### config.mk
export PLATFORM = sky130hd
export DESIGN_NAME = rvga_ddr_arb_flat
export DESIGN_NICKNAME = d
export VERILOG_FILES = /design/src/rtl/rvga_ddr_arb_if.sv /design/src/rtl/rvga_ddr_arb.sv /design/src/flat_wrapper.sv
export SDC_FILE = /design/constraint.sdc
export NUM_CORES = 1
export LEC_CHECK = 0
export ABC_AREA = 1
export BUFFER_PORTS_ARGS = -buffer_cell sky130_fd_sc_hd__buf_2
export CORE_AREA = 2 2 118 120
export DETAILED_ROUTE_END_ITERATION = 10
export DIE_AREA = 0 0 120 122
export PLACE_DENSITY = 0.76
export REMOVE_ABC_BUFFERS = 1
export SLEW_MARGIN = 0
export SYNTH_ARGS = -nofsm -noshare
export SYNTH_HDL_FRONTEND = slang
export SYNTH_SLANG_ARGS = --single-unit
export TNS_END_PERCENT = 5
### constraint.sdc
create_clock -name clk -period 1.46 [get_ports clk]
set_clock_uncertainty 0.1 [all_clocks]
set_input_delay 0.146 -clock clk [delete_from_list [all_inputs] [get_ports clk]]
set_output_delay 0.146 -clock clk [all_outputs]
set_load 0.005 [all_outputs]
### src/rtl/rvga_ddr_arb_if.sv
// -----------------------------------------------------------------------------
// rvga_ddr_arb_if
// Purpose : one request/response bus of the rvga memory path. The same bundle
//           is used for the instruction-side and data-side requester ports and
//           for the shared downstream DDR controller port.
// Signals : addr  [WORD_W] address
//           read  [1]      read request / strobe, level, held until resp
//           write [1]      write request / strobe, level, held until resp
//           wdata [WORD_W] write data
//           rdata [WORD_W] read data, valid with resp
//           resp  [1]      one-cycle completion pulse
// Modports: master - issues requests (drives addr/read/write/wdata)
//           slave  - serves requests (drives rdata/resp)
// -----------------------------------------------------------------------------
interface rvga_ddr_arb_if #(
  parameter int WORD_W = 32
);
  logic [WORD_W-1:0] addr;
  logic              read;
  logic              write;
  logic [WORD_W-1:0] wdata;
  logic [WORD_W-1:0] rdata;
  logic              resp;

  modport master (
    output addr, read, write, wdata,
    input  rdata, resp
  );

  modport slave (
    input  addr, read, write, wdata,
    output rdata, resp
  );
endinterface

### src/rtl/rvga_ddr_arb.sv
// -----------------------------------------------------------------------------
// rvga_ddr_arb
// Purpose : serializes the rvga core's instruction-side and data-side memory
//           requests onto one DDR controller port, one transaction at a time.
//           A granted request is registered onto the downstream port, held
//           until the controller answers, and the captured read data is
//           returned to the owner together with a one-cycle resp pulse.
// Ports   : clk    - clock, rising edge
//           rst_n  - asynchronous active-low reset
//           iddr   - instruction-side requester bus (slave modport)
//           dddr   - data-side requester bus (slave modport)
//           mem    - downstream DDR controller bus (master modport)
// Build   : RVGA_ARB_RR_EN defined   -> round-robin on simultaneous requests
//           RVGA_ARB_RR_EN undefined -> fixed priority, data side wins ties
// All outputs come straight from registers.
// -----------------------------------------------------------------------------
module rvga_ddr_arb #(
  parameter int WORD_W = 32
) (
  input  logic          clk,
  input  logic          rst_n,
  rvga_ddr_arb_if.slave  iddr,
  rvga_ddr_arb_if.slave  dddr,
  rvga_ddr_arb_if.master mem
);

  typedef enum logic [1:0] {
    S_IDLE = 2'd0,
    S_BUSY = 2'd1,
    S_RESP = 2'd2
  } state_t;

  localparam logic OWN_I = 1'b0;
  localparam logic OWN_D = 1'b1;

  state_t            r_state;
  state_t            w_state_next;
  logic              r_owner;
  logic [WORD_W-1:0] r_mem_addr;
  logic [WORD_W-1:0] r_mem_wdata;
  logic              r_mem_read;
  logic              r_mem_write;
  logic [WORD_W-1:0] r_rdata;
  logic              r_iddr_resp;
  logic              r_dddr_resp;

  logic              w_req_i;
  logic              w_req_d;
  logic              w_grant;
  logic              w_done;
  logic              w_winner;
  logic [WORD_W-1:0] w_sel_addr;
  logic [WORD_W-1:0] w_sel_wdata;
  logic              w_sel_read;
  logic              w_sel_write;

  assign w_req_i = iddr.read | iddr.write;
  assign w_req_d = dddr.read | dddr.write;
  assign w_grant = (r_state == S_IDLE) && (w_req_i || w_req_d);
  assign w_done  = (r_state == S_BUSY) && mem.resp;

`ifdef RVGA_ARB_RR_EN
  logic r_last_grant;

  // On a tie the side that did not win last time goes first; with a single
  // requester w_req_d alone picks it.
  assign w_winner = (w_req_i && w_req_d) ? ~r_last_grant : w_req_d;

  always_ff @(posedge clk or negedge rst_n) begin
    if (!rst_n) begin
      r_last_grant <= OWN_I;
    end else if (w_grant) begin
      r_last_grant <= w_winner;
    end
  end
`else
  // Data side wins whenever it requests.
  assign w_winner = w_req_d;
`endif

  assign w_sel_addr  = (w_winner == OWN_D) ? dddr.addr  : iddr.addr;
  assign w_sel_wdata = (w_winner == OWN_D) ? dddr.wdata : iddr.wdata;
  assign w_sel_write = (w_winner == OWN_D) ? dddr.write : iddr.write;
  // A read+write request is treated as a write.
  assign w_sel_read  = ((w_winner == OWN_D) ? dddr.read : iddr.read) & ~w_sel_write;

  always_ff @(posedge clk or negedge rst_n) begin
    if (!rst_n) begin
      r_state <= S_IDLE;
    end else begin
      r_state <= w_state_next;
    end
  end

  always_comb begin
    w_state_next = r_state;
    case (r_state)
      S_IDLE:  if (w_req_i || w_req_d) w_state_next = S_BUSY;
      S_BUSY:  if (mem.resp)           w_state_next = S_RESP;
      S_RESP:                          w_state_next = S_IDLE;
      default:                         w_state_next = S_IDLE;
    endcase
  end

  always_ff @(posedge clk or negedge rst_n) begin
    if (!rst_n) begin
      r_owner     <= OWN_I;
      r_mem_addr  <= '0;
      r_mem_wdata <= '0;
      r_mem_read  <= 1'b0;
      r_mem_write <= 1'b0;
      r_rdata     <= '0;
      r_iddr_resp <= 1'b0;
      r_dddr_resp <= 1'b0;
    end else begin
      // The resp flops are high exactly for the cycle spent in S_RESP.
      r_iddr_resp <= w_done && (r_owner == OWN_I);
      r_dddr_resp <= w_done && (r_owner == OWN_D);
      if (w_grant) begin
        r_owner     <= w_winner;
        r_mem_addr  <= w_sel_addr;
        r_mem_wdata <= w_sel_wdata;
        r_mem_read  <= w_sel_read;
        r_mem_write <= w_sel_write;
      end else if (w_done) begin
        // Captured for writes too; requesters ignore it then.
        r_rdata     <= mem.rdata;
        r_mem_read  <= 1'b0;
        r_mem_write <= 1'b0;
      end
    end
  end

  assign mem.addr   = r_mem_addr;
  assign mem.wdata  = r_mem_wdata;
  assign mem.read   = r_mem_read;
  assign mem.write  = r_mem_write;
  assign iddr.rdata = r_rdata;
  assign dddr.rdata = r_rdata;
  assign iddr.resp  = r_iddr_resp;
  assign dddr.resp  = r_dddr_resp;

endmodule

### src/flat_wrapper.sv
// flat-port wrapper written by rule: the top's interface ports become plain ports
module rvga_ddr_arb_flat 
#(
  parameter int WORD_W = 32
)
  (clk, rst_n, iddr_addr, iddr_read, iddr_write, iddr_wdata, iddr_rdata, iddr_resp, dddr_addr, dddr_read, dddr_write, dddr_wdata, dddr_rdata, dddr_resp, mem_addr, mem_read, mem_write, mem_wdata, mem_rdata, mem_resp);
  rvga_ddr_arb_if #(.WORD_W(WORD_W)) iddr_i ();
  rvga_ddr_arb_if #(.WORD_W(WORD_W)) dddr_i ();
  rvga_ddr_arb_if #(.WORD_W(WORD_W)) mem_i ();
  input  logic clk;
  input  logic rst_n;
  input wire logic [$bits(iddr_i.addr)-1:0] iddr_addr;
  input wire logic [$bits(iddr_i.read)-1:0] iddr_read;
  input wire logic [$bits(iddr_i.write)-1:0] iddr_write;
  input wire logic [$bits(iddr_i.wdata)-1:0] iddr_wdata;
  output wire logic [$bits(iddr_i.rdata)-1:0] iddr_rdata;
  output wire logic [$bits(iddr_i.resp)-1:0] iddr_resp;
  input wire logic [$bits(dddr_i.addr)-1:0] dddr_addr;
  input wire logic [$bits(dddr_i.read)-1:0] dddr_read;
  input wire logic [$bits(dddr_i.write)-1:0] dddr_write;
  input wire logic [$bits(dddr_i.wdata)-1:0] dddr_wdata;
  output wire logic [$bits(dddr_i.rdata)-1:0] dddr_rdata;
  output wire logic [$bits(dddr_i.resp)-1:0] dddr_resp;
  output wire logic [$bits(mem_i.addr)-1:0] mem_addr;
  output wire logic [$bits(mem_i.read)-1:0] mem_read;
  output wire logic [$bits(mem_i.write)-1:0] mem_write;
  output wire logic [$bits(mem_i.wdata)-1:0] mem_wdata;
  input wire logic [$bits(mem_i.rdata)-1:0] mem_rdata;
  input wire logic [$bits(mem_i.resp)-1:0] mem_resp;
  assign iddr_i.addr = iddr_addr;
  assign iddr_i.read = iddr_read;
  assign iddr_i.write = iddr_write;
  assign iddr_i.wdata = iddr_wdata;
  assign iddr_rdata = iddr_i.rdata;
  assign iddr_resp = iddr_i.resp;
  assign dddr_i.addr = dddr_addr;
  assign dddr_i.read = dddr_read;
  assign dddr_i.write = dddr_write;
  assign dddr_i.wdata = dddr_wdata;
  assign dddr_rdata = dddr_i.rdata;
  assign dddr_resp = dddr_i.resp;
  assign mem_addr = mem_i.addr;
  assign mem_read = mem_i.read;
  assign mem_write = mem_i.write;
  assign mem_wdata = mem_i.wdata;
  assign mem_i.rdata = mem_rdata;
  assign mem_i.resp = mem_resp;
  rvga_ddr_arb #(.WORD_W(WORD_W)) u_core (.clk(clk), .rst_n(rst_n), .iddr(iddr_i), .dddr(dddr_i), .mem(mem_i));
endmodule
Word-level counts from Yosys, hierarchy flattened
Index checks and enable logic that the tools add are counted.
{"block": "classes", "reduce_logical": 9, "muxes": 10, "n_bitwise": 6, "n_eq_ne": 3}
{"op": "$mux W32", "count": 2}
{"op": "$mux W1", "count": 5}
{"op": "$logic_and A1 B1 Y1", "count": 4}
{"op": "$mux W2", "count": 2}
{"op": "$ne A2 B2 Y1 const B", "count": 2}
{"op": "$pmux W2 S2", "count": 1}
{"op": "$reduce_and A2 Y1", "count": 2}
{"op": "$not A1 Y1", "count": 3}
{"op": "$eq A2 B1 Y1 const B", "count": 1}
{"op": "$logic_not A2 Y1", "count": 1}
{"op": "$or A1 B1 Y1", "count": 2}
{"op": "$reduce_bool A2 Y1", "count": 1}
{"op": "$and A1 B1 Y1", "count": 1}
{"op": "$logic_or A1 B1 Y1", "count": 1}
{"block": "word_totals", "word_cells": 37, "reg_bits": 103, "out_inout_bits": 132, "inputBits": 167}

Logic depth before layout (Yosys ltp)
{"block": "depth", "depth_word": 5, "mapped_depth": 8, "mapped_depth_nobuf": 6}

Least setup slack after synthesis
OpenSTA, ideal clock, no wires.
{"block": "synth_timing", "path_kind": "reg2reg", "from": "reg u_core.r_state[0]", "to": "reg u_core.r_mem_wdata[22] (netlist: u_core.mem.wdata[22])", "arrival_ps": 1086, "setup_time_ps": 116, "path_stages_with_launch": 7, "path_buffers": 2, "required_ps": 1244, "path_slack_ps": 157, "synth_period_minus_slack_ps": 1303, "cell_sequence": "dfrtp_1 nor2_1 nand2_4 buf_6 buf_6 nand2_1 nand2_1"}
{"block": "synth_via", "elab_chain_len": 2}
{"element": "start: declaration", "line": "rvga_ddr_arb.sv:36", "rtl": "state_t r_state;"}
{"element": "start signal: assignment", "line": "rvga_ddr_arb.sv:91", "rtl": "r_state <= w_state_next;"}
{"element": "$logic_not A2 Y1", "line": "rvga_ddr_arb.sv:59", "rtl": "assign w_grant = (r_state == S_IDLE) && (w_req_i || w_req_d);"}
{"element": "$logic_and A1 B1 Y1", "line": "rvga_ddr_arb.sv:59"}
{"element": "end signal: assignment", "line": "rvga_ddr_arb.sv:122", "rtl": "r_mem_wdata <= w_sel_wdata;"}
{"element": "end: declaration", "line": "rvga_ddr_arb.sv:40", "rtl": "logic [WORD_W-1:0] r_mem_wdata;"}
Every way passes these cells.
A chain may end at the register's enable or synchronous reset.

Worst setup path after layout
{"block": "layout_timing", "from": "reg u_core.r_state[0]", "to": "reg u_core.r_rdata[26] (netlist: u_core.dddr.rdata[26])"}
{"block": "layout_via", "elab_chain_len": 4, "elab_cells_between_ends": 6, "classes_between": "eq/ne: 1; bitwise: 1; reduce/logical: 4"}
{"element": "$logic_not A2 Y1", "line": "rvga_ddr_arb.sv:59"}
{"element": "$logic_and A1 B1 Y1", "line": "rvga_ddr_arb.sv:59"}
{"element": "$not A1 Y1 (no line)"}
{"element": "$reduce_and A2 Y1 (no line) *"}
{"element": "end signal: assignment", "line": "rvga_ddr_arb.sv:127", "rtl": "r_rdata <= mem.rdata;"}
{"element": "end: declaration", "line": "rvga_ddr_arb.sv:43", "rtl": "logic [WORD_W-1:0] r_rdata;"}
Mark *: on every way between the ends. The rest lies on a longest branch, timed or not.

==> metrics <==
cell accounting for the most synthesized area sky130_fd_sc_hd__dfrtp_1; count leader, synth sky130_fd_sc_hd__nand2_1; combined area of the multi-input logic cells between 2000 and 2500 um^2; Total Power roughly 13 mW; initial core utilization ~38%; number of pins exceeding their max-slew limit in the final report 0; reg-to-reg critical path startpoint u_core.r_state[0]$_DFFE_PN0P_; Period Utilization, post-route 94.54%; worst max-slew margin expressed relative to the limit 74.34%; GR Overflow Total 0; weighted congestion reported at the end of routability-driven placement about 0.79; leading post-synthesis cells by cell area sky130_fd_sc_hd__dfrtp_1, sky130_fd_sc_hd__nand2_1, sky130_fd_sc_hd__o21ai_0; Worst Reg2Reg Path Length in Cells 5; instance count along the most critical hold path 5; number of sinks handled by clock tree synthesis roughly 100; worst setup slack before clock tree synthesis 0.09005 ns; worst-case setup margin in the final layout approximately 0.08 ns; clock-pin slew reported for the worst setup and hold paths after clock tree synthesis around 0.070 ns; per-cell via count in the routed design about 4.6; final number of setup-violating endpoints 0; Worst Hold Launch iddr_wdata[9]; startpoint type of the worst setup path register; final hold viol count 0; setup total negative slack 0 ns; multiplexer share of the synthesized area 0%; area grow syn2layout 47.38%; total power divided by cell area 1721 nW/um^2; Synth top cells by count sky130_fd_sc_hd__nand2_1, sky130_fd_sc_hd__dfrtp_1, sky130_fd_sc_hd__o21ai_0, sky130_fd_sc_hd__buf_4, sky130_fd_sc_hd__clkbuf_1; First DRT Iteration DRCs between 300 and 400; number of flops mapped to enable cells by yosys 0; type of the setup path with the least slack reg -> reg; largest incremental delay on the critical path between 0.3 and 0.4 ns; share of cells above drive strength 1 33.57%; Cell Rows 43; Total Nets Final 1,166; slowest library cell on the worst path sky130_fd_sc_hd__dfrtp_1; CP Max Fanout 36; Core Footprint 13,500 um^2; clock root buffer master sky130_fd_sc_hd__clkbuf_16; level count of the clock H-tree 3; path class of the lowest-slack min-delay path in -> reg; area fraction in compound gates after synthesis 6.586%; die extent in y approximately 120 um; R2R setup slack ~0.08 ns; top-area cell type share of the netlist area between 50% and 60%; antenna cell count 0; number of violations of the max-capacitance limit 0; nature of the critical path endpoint register; clock tree from TritonCTS yes; end of the worst hold path u_core.mem.wdata[9]$_DFFE_PN0P_; maximum clock frequency a little over 700 MHz; number of detailed-route iterations in the first pass 6; reg-to-reg endpoint u_core.dddr.rdata[26]$_DFFE_PN0P_; dominant combinational cell family by area after synthesis simple AND/OR/NAND/NOR gates; fill count roughly 1,200; post-synthesis simple-gate area fraction 32.66%; measured slew at the worst slew-check pin between 0.3 and 0.4 ns; flops & latches, synth between 100 and 150; post-synth cell types 18; CP Data Required Time 1.64 ns; number of nets still failing antenna checks after routing 0; post-synthesis share of cell area spent on full adders, half adders and majority gates 0%; maximum vdd ir drop around 600 uV; proportion of synthesized flip-flops having asynchronous set or reset between 90% and 100%; prevailing post-synth register cell sky130_fd_sc_hd__dfrtp_1; Ys Warns 0; detail-routed net length per standard cell 13.65 um; largest buffer count on any clock path 2; DRC violations left 0; chip width around 120 um; worst hold-check slack between 0.009 and 0.01 ns; global-route usage over all layers a little over a fifth; detailed-placement wirelength estimate approximately 11,000 um; total via count after detailed routing between 5,000 and 6,000; die area about 15,000 um^2; global-route wire length before repair between 20,000 and 30,000 um; run status complete, no violations; total I/O pin count roughly 300; crit path time final 1.380 ns; post-synthesis xor/xnor area fraction 0%; Post-Syn Area about 5000 um^2; quantity of I/O buffers inserted on ports ~300; Lkg Pwr roughly 4.4 nW; area of all placed cells without fillers around 7500 um^2; proportion of synthesized chip area in sequential cells 50.63%; antenna violations before repair 0; total length of routed wires 16,160 um; sequential standard cell area about 2600 um^2; crit-path cells buf_4 -> nand3_2 -> buf_4 -> nand2_1 -> nand2_1; Arrival @ worst endpoint between 1.5 and 2 ns; pin count of the biggest net entering global routing 56; critical path startpoint u_core.r_state[0]$_DFFE_PN0P_; Avg Inst Size Synth between 7 and 8 um^2; vias in the first global route 5,192; RSZ-0062 raised after global routing yes; latest clock arrival within the worst-skew pair about 0.34 ns; Num CTS Buffers 9; area of placed instances approximately 6600 um^2; synthesized instance count about 680
[how the worst max path moves through the flow]
stage	end	slack, ns	depth (start not counted)
finish	u_core.dddr.rdata[26]$_DFFE_PN0P_	0.08	5
global route	u_core.dddr.rdata[26]$_DFFE_PN0P_	-0.001	5
CTS	u_core.mem.addr[15]$_DFFE_PN0P_	0.07	6
detailed placement	u_core.mem.addr[15]$_DFFE_PN0P_	0.09	6
global placement	u_core.mem.write$_DFFE_PN0P_	0.13	7
floorplan	u_core.r_owner$_DFFE_PN0P_	-0.38	2
[critical path: cells and delay by family, from the launching register on]
| family | cells | cell delay (ns) |
|---|---|---|
| buf+inv | 2 | 0.50 |
| simple gates | 3 | 0.32 |
| flops | 1 | 0.39 |
[state kept, by name, indices dropped and copies added, names as in the netlist]
| register | count |
|---|---|
| u_core.mem.write | 1 |
| u_core.r_state | 2 |
| u_core.mem.addr | 32 |
| u_core.dddr.rdata | 32 |
| u_core.mem.wdata | 32 |
| u_core.r_owner | 1 |
| u_core.mem.read | 1 |
| u_core.iddr.resp | 1 |
| u_core.dddr.resp | 1 |
[layer usage]
layer / global-route usage (%) / vias to the layer above / share of wire, %
li1: - / 2694 / -
met1: 26.07 / 2443 / 42
met2: 38.32 / 265 / 49
met3: 4.401 / 33 / 6.7
met4: 8.529 / 0 / 2.7
met5: 0 / - / 0
[report_power, final]
group	total [mW]	internal, mW	leakage (nW)	switching (mW)
logic	5.40	2.46	2.95	2.95
clock network	2.46	1.39	0.149	1.07
registers	5.05	4.21	1.28	0.840
total	12.9	8.05	4.38	4.86
[cell type report]
type | count | area share, %
flip-flops and latches | 103 | 34.35
multi-input cells | 502 | 26.73
repair buffers | 377 | 31.45
clock buffers | 10 | 3.185
clock inverters | 6 | 0.9171
inverters | 6 | 0.3668
well taps | 180 | 3.001
[cells by family after synthesis]
group | count (synthesis)
simple gates | 435
flops | 103
buf+inv | 78
compound gates | 67
[cells in the final DEF (no fill, tap or decap), types with 2 or more instances in the layout]
cell type and instances:
sky130_fd_sc_hd__inv_1 4, sky130_fd_sc_hd__dfrtp_1 103, sky130_fd_sc_hd__nand2_1 420, sky130_fd_sc_hd__nor2_4 2, sky130_fd_sc_hd__nand3_1 3, sky130_fd_sc_hd__nor2_1 6, sky130_fd_sc_hd__buf_4 7, sky130_fd_sc_hd__clkinv_4 2
sky130_fd_sc_hd__o21ai_0 66, sky130_fd_sc_hd__inv_4 2, sky130_fd_sc_hd__buf_2 297, sky130_fd_sc_hd__dlygate4sd3_1 64, sky130_fd_sc_hd__clkbuf_16 9, sky130_fd_sc_hd__buf_12 9
[metrics by stage]
step | std cells | utilization (%)
2_1_floorplan | 611 | -
3_3_place_gp | 1104 | 48.50
3_5_place_dp | 1104 | 48.50
4_1_cts | 1184 | 55.53
5_1_grt | 1184 | 55.56
6_report | 1184 | 55.56
[repair_timing]
action | CTS | global route
setup endpoints to repair | 0 | 57
hold buffers | 64 | 0
resized for setup | 0 | 3
endpoints found under the hold margin | 166 | 0
buffers inserted | 0 | 0
No activity file was read; power rests on OpenSTA's default activity.
